## src/rtl/pipe_hazard_ctrl.sv

```systemverilog
// Stall/flush sequencer for the 5-stage pipeline: load-use bubbles, EX-resolved branches, dmem wait/timeout.
// Optional saturating performance counters are added when HAZ_PERF_CNT_EN is defined.
module pipe_hazard_ctrl #(
    parameter int FLUSH_CYCLES = 2,
    parameter int MEM_TIMEOUT  = 64,
    parameter int CNT_W        = 32
) (
    input  logic             clk,
    input  logic             rst,
    input  logic [4:0]       rs_id,
    input  logic [4:0]       rt_id,
    input  logic [4:0]       rt_ex,
    input  logic             memread_ex,
    input  logic             branch_taken_ex,
    input  logic             dmem_req,
    input  logic             dmem_ack,
    output logic             pc_we,
    output logic             ifid_we,
    output logic             ifid_flush,
    output logic             idex_we,
    output logic             idex_bubble,
    output logic             exmem_hold,
    output logic             mem_err,
`ifdef HAZ_PERF_CNT_EN
    output logic [CNT_W-1:0] stall_cycles,
    output logic [CNT_W-1:0] flush_events,
`endif
    output logic [1:0]       state_o
);

    typedef enum logic [1:0] {
        ST_IDLE     = 2'd0,
        ST_MEM_WAIT = 2'd1,
        ST_FLUSH    = 2'd2,
        ST_ERR      = 2'd3
    } state_t;

    typedef enum logic [2:0] {
        ACT_ADVANCE   = 3'd0,
        ACT_FREEZE    = 3'd1,
        ACT_BRANCH    = 3'd2,
        ACT_LOAD_USE  = 3'd3,
        ACT_FLUSH_BUB = 3'd4
    } act_t;

    // The timer holds the count of completed MEM_WAIT cycles; the one that reaches MEM_TIMEOUT-1 expires.
    localparam logic [9:0] TIMER_LAST      = 10'(MEM_TIMEOUT - 2);
    localparam logic [2:0] FLUSH_INIT      = 3'(FLUSH_CYCLES - 1);
    localparam bit         BRANCH_TO_FLUSH = (FLUSH_CYCLES > 1);

    if (FLUSH_CYCLES < 1 || FLUSH_CYCLES > 7 || MEM_TIMEOUT < 2 || MEM_TIMEOUT > 1023 || CNT_W < 1) begin : g_param_check
        $error("pipe_hazard_ctrl: parameter out of range");
    end

    state_t     state_r, state_s;
    logic [9:0] timer_r, timer_s;
    logic       pend_flush_r, pend_flush_s;
    logic [2:0] flush_cnt_r, flush_cnt_s;
    act_t       act_s;
    logic       load_use_s;
    logic       mem_stall_s;

    assign load_use_s  = memread_ex && (rt_ex != 5'd0) && ((rt_ex == rs_id) || (rt_ex == rt_id));
    assign mem_stall_s = dmem_req && !dmem_ack;
    assign state_o     = state_r;

    // Action selection and next-state computation
    always_comb begin
        act_s        = ACT_ADVANCE;
        state_s      = state_r;
        timer_s      = timer_r;
        pend_flush_s = pend_flush_r;
        flush_cnt_s  = flush_cnt_r;
        case (state_r)
            ST_IDLE: begin
                if (mem_stall_s) begin
                    act_s        = ACT_FREEZE;
                    pend_flush_s = pend_flush_r | branch_taken_ex;
                    timer_s      = 10'd0;
                    state_s      = ST_MEM_WAIT;
                end else if (branch_taken_ex) begin
                    act_s       = ACT_BRANCH;
                    flush_cnt_s = FLUSH_INIT;
                    state_s     = BRANCH_TO_FLUSH ? ST_FLUSH : ST_IDLE;
                end else if (load_use_s) begin
                    act_s = ACT_LOAD_USE;
                end else begin
                    act_s = ACT_ADVANCE;
                end
            end
            ST_MEM_WAIT: begin
                if (!dmem_ack) begin
                    act_s        = ACT_FREEZE;
                    timer_s      = timer_r + 10'd1;
                    pend_flush_s = pend_flush_r | branch_taken_ex;
                    state_s      = (timer_r == TIMER_LAST) ? ST_ERR : ST_MEM_WAIT;
                end else if (pend_flush_r) begin
                    // Branch seen while frozen is replayed on the ack cycle
                    act_s        = ACT_BRANCH;
                    pend_flush_s = 1'b0;
                    flush_cnt_s  = FLUSH_INIT;
                    state_s      = BRANCH_TO_FLUSH ? ST_FLUSH : ST_IDLE;
                end else begin
                    act_s   = ACT_ADVANCE;
                    state_s = ST_IDLE;
                end
            end
            ST_FLUSH: begin
                if (mem_stall_s) begin
                    act_s        = ACT_FREEZE;
                    pend_flush_s = 1'b0;
                    timer_s      = 10'd0;
                    state_s      = ST_MEM_WAIT;
                end else if (branch_taken_ex) begin
                    act_s       = ACT_BRANCH;
                    flush_cnt_s = FLUSH_INIT;
                    state_s     = BRANCH_TO_FLUSH ? ST_FLUSH : ST_IDLE;
                end else begin
                    act_s       = ACT_FLUSH_BUB;
                    flush_cnt_s = flush_cnt_r - 3'd1;
                    state_s     = (flush_cnt_r == 3'd1) ? ST_IDLE : ST_FLUSH;
                end
            end
            ST_ERR: begin
                act_s   = ACT_FREEZE;
                state_s = ST_ERR;
            end
            default: begin
                act_s   = ACT_FREEZE;
                state_s = ST_IDLE;
            end
        endcase
    end

    // Decode the chosen action into pipeline-register controls
    always_comb begin
        pc_we       = 1'b0;
        ifid_we     = 1'b0;
        ifid_flush  = 1'b0;
        idex_we     = 1'b0;
        idex_bubble = 1'b0;
        exmem_hold  = 1'b0;
        mem_err     = 1'b0;
        if (rst) begin
            ifid_flush  = 1'b1;
            idex_bubble = 1'b1;
        end else begin
            case (act_s)
                ACT_ADVANCE: begin
                    pc_we   = 1'b1;
                    ifid_we = 1'b1;
                    idex_we = 1'b1;
                end
                ACT_FREEZE: begin
                    exmem_hold = 1'b1;
                end
                ACT_BRANCH: begin
                    pc_we       = 1'b1;
                    ifid_we     = 1'b1;
                    ifid_flush  = 1'b1;
                    idex_we     = 1'b1;
                    idex_bubble = 1'b1;
                end
                ACT_LOAD_USE: begin
                    idex_we     = 1'b1;
                    idex_bubble = 1'b1;
                end
                ACT_FLUSH_BUB: begin
                    pc_we       = 1'b1;
                    ifid_we     = 1'b1;
                    idex_we     = 1'b1;
                    idex_bubble = 1'b1;
                end
                default: begin
                    exmem_hold = 1'b1;
                end
            endcase
            mem_err = (state_r == ST_ERR);
        end
    end

    // Sequencer state registers
    always_ff @(posedge clk or posedge rst) begin
        if (rst) begin
            state_r      <= ST_IDLE;
            timer_r      <= 10'd0;
            pend_flush_r <= 1'b0;
            flush_cnt_r  <= 3'd0;
        end else begin
            state_r      <= state_s;
            timer_r      <= timer_s;
            pend_flush_r <= pend_flush_s;
            flush_cnt_r  <= flush_cnt_s;
        end
    end

`ifdef HAZ_PERF_CNT_EN
    localparam logic [CNT_W-1:0] CNT_ONE = CNT_W'(1);
    localparam logic [CNT_W-1:0] CNT_MAX = {CNT_W{1'b1}};

    // Saturating stall-cycle and flush-event counters
    always_ff @(posedge clk or posedge rst) begin
        if (rst) begin
            stall_cycles <= {CNT_W{1'b0}};
            flush_events <= {CNT_W{1'b0}};
        end else begin
            if (!pc_we && (stall_cycles != CNT_MAX)) begin
                stall_cycles <= stall_cycles + CNT_ONE;
            end
            if (ifid_flush && (flush_events != CNT_MAX)) begin
                flush_events <= flush_events + CNT_ONE;
            end
        end
    end
`endif

endmodule

```

## config.mk

```make
export PLATFORM = sky130hd
export DESIGN_NAME = pipe_hazard_ctrl
export DESIGN_NICKNAME = d
export VERILOG_FILES = /design/src/rtl/pipe_hazard_ctrl.sv
export SDC_FILE = /design/constraint.sdc
export NUM_CORES = 1
export LEC_CHECK = 0
export ABC_AREA = 1
export BUFFER_PORTS_ARGS = -buffer_cell sky130_fd_sc_hd__clkbuf_2
export CAP_MARGIN = 5
export CORE_AREA = 3 3 63 65
export CTS_CLUSTER_SIZE = 30
export DETAILED_ROUTE_END_ITERATION = 6
export DIE_AREA = 0 0 66 68
export GPL_TIMING_DRIVEN = 1
export PLACE_DENSITY = 0.61
export SLEW_MARGIN = 20
export SYNTH_ARGS = -nofsm -noshare
export SYNTH_HDL_FRONTEND = slang
export SYNTH_SLANG_ARGS = --single-unit
```

## constraint.sdc

```tcl
create_clock -name clk -period 2.3 [get_ports clk]
set_input_delay 0.46 -clock clk [delete_from_list [all_inputs] [get_ports clk]]
set_output_delay 0.46 -clock clk [all_outputs]
set_load 0.01 [all_outputs]
```

==> metrics.md, run 1 <==
| Metric | Value |
|---|---|
| Status | `finished, violations left` |
| Failing checks | `setup timing` |
| DRT iter0 DRCs | `83` |
| Remaining global-route overflow | `0` |
| Layout fillers | `292` |
| Slowest CP cell | `dfrtp_1` |
| # setup viols final | `7` |
| Main flop type after synthesis | `dfrtp_1` |
| Clock skew | `0.00930 ns` |
| Setup TNS | `-0.287 ns` |
| Final cycle utilization of the critical path | `103%` |
| Cells after DPL | `289` |
| Met1 Resource Use GR | `23.5%` |
| Post-synthesis sequential area ratio | `28.9%` |
| Hpwl dp | `2.62 mm` |
| Drt pass-1 iters | `4` |
| Max cap viols | `0` |
| Critical Path End Type | `output port` |
| Nets@finish | `313` |
| Post-route minimum period | `2.37 ns` |
| WP buf/inv | `4` |
| EDFF count, synth | `0` |
| Placer Congestion | `0.908` |
| VDD IR max | `0.000864 V` |
| DRC Markers | `0` |
| Min Hold Slack | `0.123 ns` |
| DIE WIDTH | `66 um` |
| Static leakage | `1.08 nW` |
| Routed vias | `1583` |
| Gr busiest metal | `met2` |
| Die height | `68 um` |
| Met3 Resource Use GR | `3.78%` |
| Initial Util | `40.9%` |
| Relative max-transition margin | `78.2%` |
| M2 GR Usage | `33.2%` |
| Post-Syn Instances | `209` |
| Core area | `3390 um2` |
| CTS tree | `built` |
| First-pass GRT wire length | `6.67 mm` |
| Clock tree root buffer cell | `clkbuf_4` |
| Clock network power share | `8.8%` |
| Final cell count without fillers | `329` |
| Maximum clock insertion buffer count | `2` |
| Sequential power share | `18.8%` |
| Comb pwr share | `72.4%` |
| Initial antenna violation count | `0` |
| CP cell instances | `buf_6, ha_4, buf_4, a31oi_1, nor2_1, buf_4, nand3_4, nand2_1, nor2_1, buf_2` |
| Share of post-route cells with drive strength above 1 | `40.3%` |
| Critical-path maximum fanout | `4` |
| Routed Wire Length | `3.93 mm` |
| Crit path DAT | `1.91 ns` |
| Setup ws final | `-0.0724 ns` |
| Slew at the pin closest to its max-slew limit | `0.322 ns` |
| Clk slew on worst S/H paths | `0.11 ns` |
| Vias/cell | `4.81` |
| Number of nets with antenna violations after detailed routing | `0` |
| Largest net degree at the start of global routing | `12` |
| Final Max Tran Viols | `0` |
| Count leader, synth | `nand2_1` |
| I/O Pins | `30` |
| Die ar. | `4490 um2` |
| Max Clk Rate | `422 MHz` |
| Async S/R FF share, synth | `100%` |
| Worst setup path category | `flop to output port` |
| Power Dens Cells | `1090 nW/um2` |
| Num CTS Buffers | `3` |
| H-Tree Depth | `1` |
| Crit path max-delay family | `buffers and inverters` |
| Port bufs | `29` |
| Net Sw Frac | `45.1%` |
| Num rows | `21` |
| Leading area contributor after synthesis | `dfrtp_1` |
| Post-synth top area share | `28.9%` |
| Clock sinks | `16` |
| Hold Crit Class | `primary input to async pin` |
| Distinct cells, synth | `29` |
| Warnings from Yosys | `0` |
| WP data required | `1.84 ns` |
| Net Count, Synth | `238` |
| Area grow syn2layout | `49.1%` |
| Syn_area_per_cell | `6.63 um2` |
| GRT Util Overall | `18.8%` |
| P_int | `1.23 mW` |
| Hold Vio Cnt, Final | `0` |
| Startpoint Class | `flop` |
| Antenna cell count | `0` |
| Most frequent cells after synthesis | `48 x nand2_1, 41 x inv_1, 22 x nor2_1` |
| Delay of the slowest cell on the worst path | `0.44 ns` |
| Cell Area, Synth | `1390 um2` |
| Vias in the first global route | `1541` |
| RSZ-0062 raised after global routing | `true` |
| FF+latch count, synth | `16` |
| Psw | `1.01 mW` |
| Per-cell routed wire length | `12.0 um` |
| Synth area leaders | `dfrtp_1 29%, nand2_1 13%, inv_1 11%, ha_1 7.2%, o21ai_0 6.1%` |
| Clk_lat worst skew | `0.30 ns` |
metal layers:
layer | part of all wire [%] | vias up
li1 | - | 814
met1 | 44 | 723
met2 | 51 | 40
met3 | 3.7 | 6
met4 | 1.2 | 0
met5 | 0 | -
metrics by stage:
| step | util (%) | cell area, um2 | total power, mW | worst slack (ns) |
|---|---|---|---|---|
| final | 60.9 | 2070 | 2.24 | -0.0724 |
| after floorplan | - | 1390 | 1.09 | 0.0624 |
| after global placement | 48.0 | 1630 | 1.37 | 0.132 |
| after CTS | 58.4 | 1980 | 2.02 | -0.0574 |
| after detailed placement | 48.0 | 1630 | 1.37 | 0.0827 |
| after global routing | 60.9 | 2070 | 2.41 | -0.192 |
final timing paths:
check                           cells past startpoint  slack [ns]      endpoint    startpoint
worst max register to register                     18       -0.06    state_o[0]    state_o[1]
min in group clk                                    2        0.52  pend_flush_r  pend_flush_r
worst min-delay path                                2        0.12  pend_flush_r           rst
worst max-delay path                               10       -0.07    exmem_hold    state_o[1]
worst min register to register                      2        0.52  pend_flush_r  pend_flush_r
max in group asynchronous                           3        1.71    timer_r[2]           rst
cells in the final DEF (no fill, tap or decap), types with 2 or more instances in the layout:
cell,n
buf_4,36
ha_4,3
dfrtp_1,16
clkbuf_4,3
inv_1,33
nand2_2,3
nand2_1,46
inv_2,7
xnor2_1,2
ha_1,4
inv_4,2
o22ai_1,2
nor2_4,5
buf_2,5
nand3_1,10
a21oi_1,6
o21ai_0,12
nor3_2,3
a31oi_1,2
nand4_1,5
nor2_1,19
buf_6,6
o21ai_1,6
clkbuf_2,24
nor3_1,2
nor2_2,4
nand2_4,2
registers in the layout, summed over array words and instances (netlist names):
register / count
timer_r: 10
flush_cnt_r: 3
state_o: 2
pend_flush_r: 1
power groups by stage:
stage | Sequential (mW) | Clock [mW] | Combinational (mW)
6_report | 0.421 | 0.198 | 1.62
5_1_grt | 0.431 | 0.218 | 1.76
4_1_cts | 0.418 | 0.204 | 1.40
3_5_place_dp | 0.425 | 0 | 0.944
3_3_place_gp | 0.422 | 0 | 0.945
2_1_floorplan | 0.424 | 0 | 0.669
cell families (layout without fill, tap and decap cells):
group           Yosys count  count (layout)  share of synthesized area [%]
simple gates            108             108                           38.2
compound gates           31              31                           11.8
buf+inv                  44             118                           12.6
xor+xnor                  2               2                           1.26
flops                    16              16                           28.9
fa+ha+maj                 8               8                           7.23
worst reg2reg max path, stage by stage, from the launching register on:
cell and delay, ns:
dfrtp_1 0.44, inv_2 0.12, ha_4 0.15, inv_4 0.04, nor2_2 0.11, o21ai_1 0.07
nand2_1 0.07, inv_2 0.05, buf_4 0.12, buf_4 0.12, buf_4 0.12, buf_4 0.12
buf_4 0.12, buf_4 0.12, buf_4 0.12, buf_4 0.13, buf_4 0.12, buf_4 0.12
nand2_1 0.05
cell type report:
class                           instances  area [um2]  area share, %
Multi-Input combinational cell        149         917           44.4
Timing Repair Buffer                   71         483           23.4
Sequential cell                        16         400           19.4
Inverter                               43         171           8.30
Tap cell                               46        57.6           2.79
Clock buffer                            4        36.3           1.76
what timing repair did:
item                                    CTS  global route
endpoints found under the setup margin    6             8
hold buffers                              0             0
setup buffers                            33             4
resized for setup                        26            22
pin swaps                                13            12
No activity file was read; power rests on OpenSTA's default activity.
==> inputs of run 2 (changes only) <==
- CTS_BUF_LIST: not set -> sky130_fd_sc_hd__clkbuf_16
==> run 2 against run 1 <==
The flow now finishes without violations. Design area fell by 3.8%. Sequential power rose by 2%. Wire length fell by 3.1%. Critical path depth rose by 1. Fmax rose by 3.6%. Combinational power fell by 14%. Die area did not move. Final cell count fell by 4.0%. Sequential cell count did not move. Critical endpoint unchanged. Largest power group unchanged.
==> metrics.md, run 2 (synthesis results as in run 1) <==
| Metric | Value |
|---|---|
| Most frequent CP cell | `nand2_1` |
| Hpwl dp | `2.62 mm` |
| Clk_lat worst skew | `0.25 ns` |
| Delay of the slowest cell on the worst path | `0.41 ns` |
| DRT iter0 DRCs | `70` |
| # setup viols final | `0` |
| Hold Vio Cnt, Final | `0` |
| Number of nets with antenna violations after detailed routing | `0` |
| Die ar. | `4490 um2` |
| Layout fillers | `309` |
| Share of post-route cells with drive strength above 1 | `36.3%` |
| Min Hold Slack | `0.185 ns` |
| Total power | `2.16 mW` |
| Num rows | `21` |
| Psw | `0.963 mW` |
| Routed Wire Length | `3.81 mm` |
| I/O Pins | `30` |
| Initial Util | `40.9%` |
| H-Tree Depth | `1` |
| Status | `complete, no violations` |
| Clock network power share | `16.1%` |
| Clk slew on worst S/H paths | `0.05 ns` |
| Initial antenna violation count | `0` |
| Vias/cell | `4.76` |
| Per-cell routed wire length | `12.1 um` |
| Largest net degree at the start of global routing | `12` |
| Final Max Tran Viols | `0` |
| FF/Latch Area | `402 um2` |
| RSZ-0062 raised after global routing | `true` |
| Post-route minimum period | `2.29 ns` |
| Area grow syn2layout | `43.5%` |
| Nets@finish | `300` |
| Critical-path maximum fanout | `4` |
| Static leakage | `1.03 nW` |
| Slew at the pin closest to its max-slew limit | `0.327 ns` |
| GRT Util Overall | `17.8%` |
| DIE WIDTH | `66 um` |
| Slowest CP cell | `dfrtp_1` |
| Vias in the first global route | `1426` |
| CP cell instances | `inv_2, ha_4, inv_4, o21ai_2, a31oi_1, nor2_1, nand2_1, nand2_1, nand2_1, nor2_1, buf_2` |
| Routed vias | `1503` |
| Power Dens Cells | `1090 nW/um2` |
| Net Sw Frac | `44.5%` |
| Antenna cell count | `0` |
| First-pass GRT wire length | `6.18 mm` |
| VDD IR max | `0.000640 V` |
| Worst setup path category | `flop to output port` |
| Clock tree root buffer cell | `clkbuf_16` |
| Critical Path End Type | `output port` |
| Crit path DAT | `1.83 ns` |
| DRC Markers | `0` |
| Hold Crit Class | `primary input to async pin` |
| Setup TNS | `0 ns` |
| Most frequent cells in the layout | `48 x nand2_1, 34 x inv_1, 26 x clkbuf_2` |
| CTS tree | `built` |
| Leading cell type in the layout, fill and taps excluded | `nand2_1` |
| Startpoint Class | `flop` |
| Drt pass-1 iters | `4` |
| Max reg flops | `10` |
| Relative max-transition margin | `77.9%` |
| Die height | `68 um` |
| Reg2reg path depth | `17` |
| Final cycle utilization of the critical path | `99.5%` |
| Max Clk Rate | `437 MHz` |
| Port bufs | `29` |
| WP data required | `1.84 ns` |
| Register name with the most flops | `timer_r` |
| P_int | `1.20 mW` |
| Clock skew | `0.00149 ns` |
| Placer Congestion | `0.908` |
| Footprint of the multi-input gates | `901 um2` |
| Maximum clock insertion buffer count | `2` |
| Core area | `3390 um2` |
| Num CTS Buffers | `3` |
| Comb pwr share | `64.1%` |
| Remaining global-route overflow | `0` |
| Clock sinks | `16` |
| Sequential power share | `19.8%` |
| Max cap viols | `0` |
==> run 2: area by class of cell <==
class | instances | share of cell area, %
Sequential cell | 16 | 20.2
Inverter | 43 | 8.62
Clock inverter | 1 | 0.189
Tap cell | 46 | 2.89
Clock buffer | 3 | 3.78
Timing Repair Buffer | 58 | 19.0
Multi-Input combinational cell | 149 | 45.3
==> run 2: power by group through the flow <==
| stage | clock [mW] | sequential [mW] | combinational [mW] |
|---|---|---|---|
| 6_report | 0.349 | 0.428 | 1.39 |
| 5_1_grt | 0.368 | 0.437 | 1.51 |
| 2_1_floorplan | 0 | 0.424 | 0.669 |
| 3_5_place_dp | 0 | 0.425 | 0.944 |
| 4_1_cts | 0.355 | 0.417 | 1.17 |
| 3_3_place_gp | 0 | 0.422 | 0.945 |
==> run 2: what timing repair did <==
action | in CTS | in global routing
gates resized for setup | 11 | 30
setup endpoints to repair | 6 | 7
buffers inserted | 19 | 4
hold buffers | 0 | 0
pin swaps | 8 | 10
==> run 2: final timing paths <==
| path | startpoint | endpoint | slack, ns |
|---|---|---|---|
| max | state_o[1] | exmem_hold | 0.01 |
| min | rst | state_o[1] | 0.18 |
| max reg2reg | state_o[0] | flush_cnt_r[2] | 0.08 |
| min reg2reg | pend_flush_r | pend_flush_r | 0.51 |
| max in group asynchronous | rst | timer_r[2] | 1.66 |
| min in group clk | pend_flush_r | pend_flush_r | 0.51 |
==> run 2: through the flow <==
stage          instances  util (%)  setup slack (ns)  area [um2]
5_1_grt              316      58.7            -0.145        1990
3_3_place_gp         289      48.0             0.132        1630
2_1_floorplan        209         -            0.0624        1390
3_5_place_dp         289      48.0            0.0827        1630
6_report             316      58.7            0.0105        1990
4_1_cts              312      55.7           -0.0162        1890
==> run 2: layer usage <==
layer	vias up	share of wire [%]	track usage, %
li1	789	-	-
met3	6	2.7	3.78
met4	0	1.1	6.35
met5	-	0	0
met1	686	45	22.3
met2	22	51	30.2
==> run 2: critical path, delay by kind of cell (launching register included) <==
family | cells | cell delay (ns)
adders and majority gates | 1 | 0.16
and+or+nand+nor | 5 | 0.53
DFF | 1 | 0.41
AOI/OAI and AO/OA | 2 | 0.21
buffers and inverters | 3 | 0.27
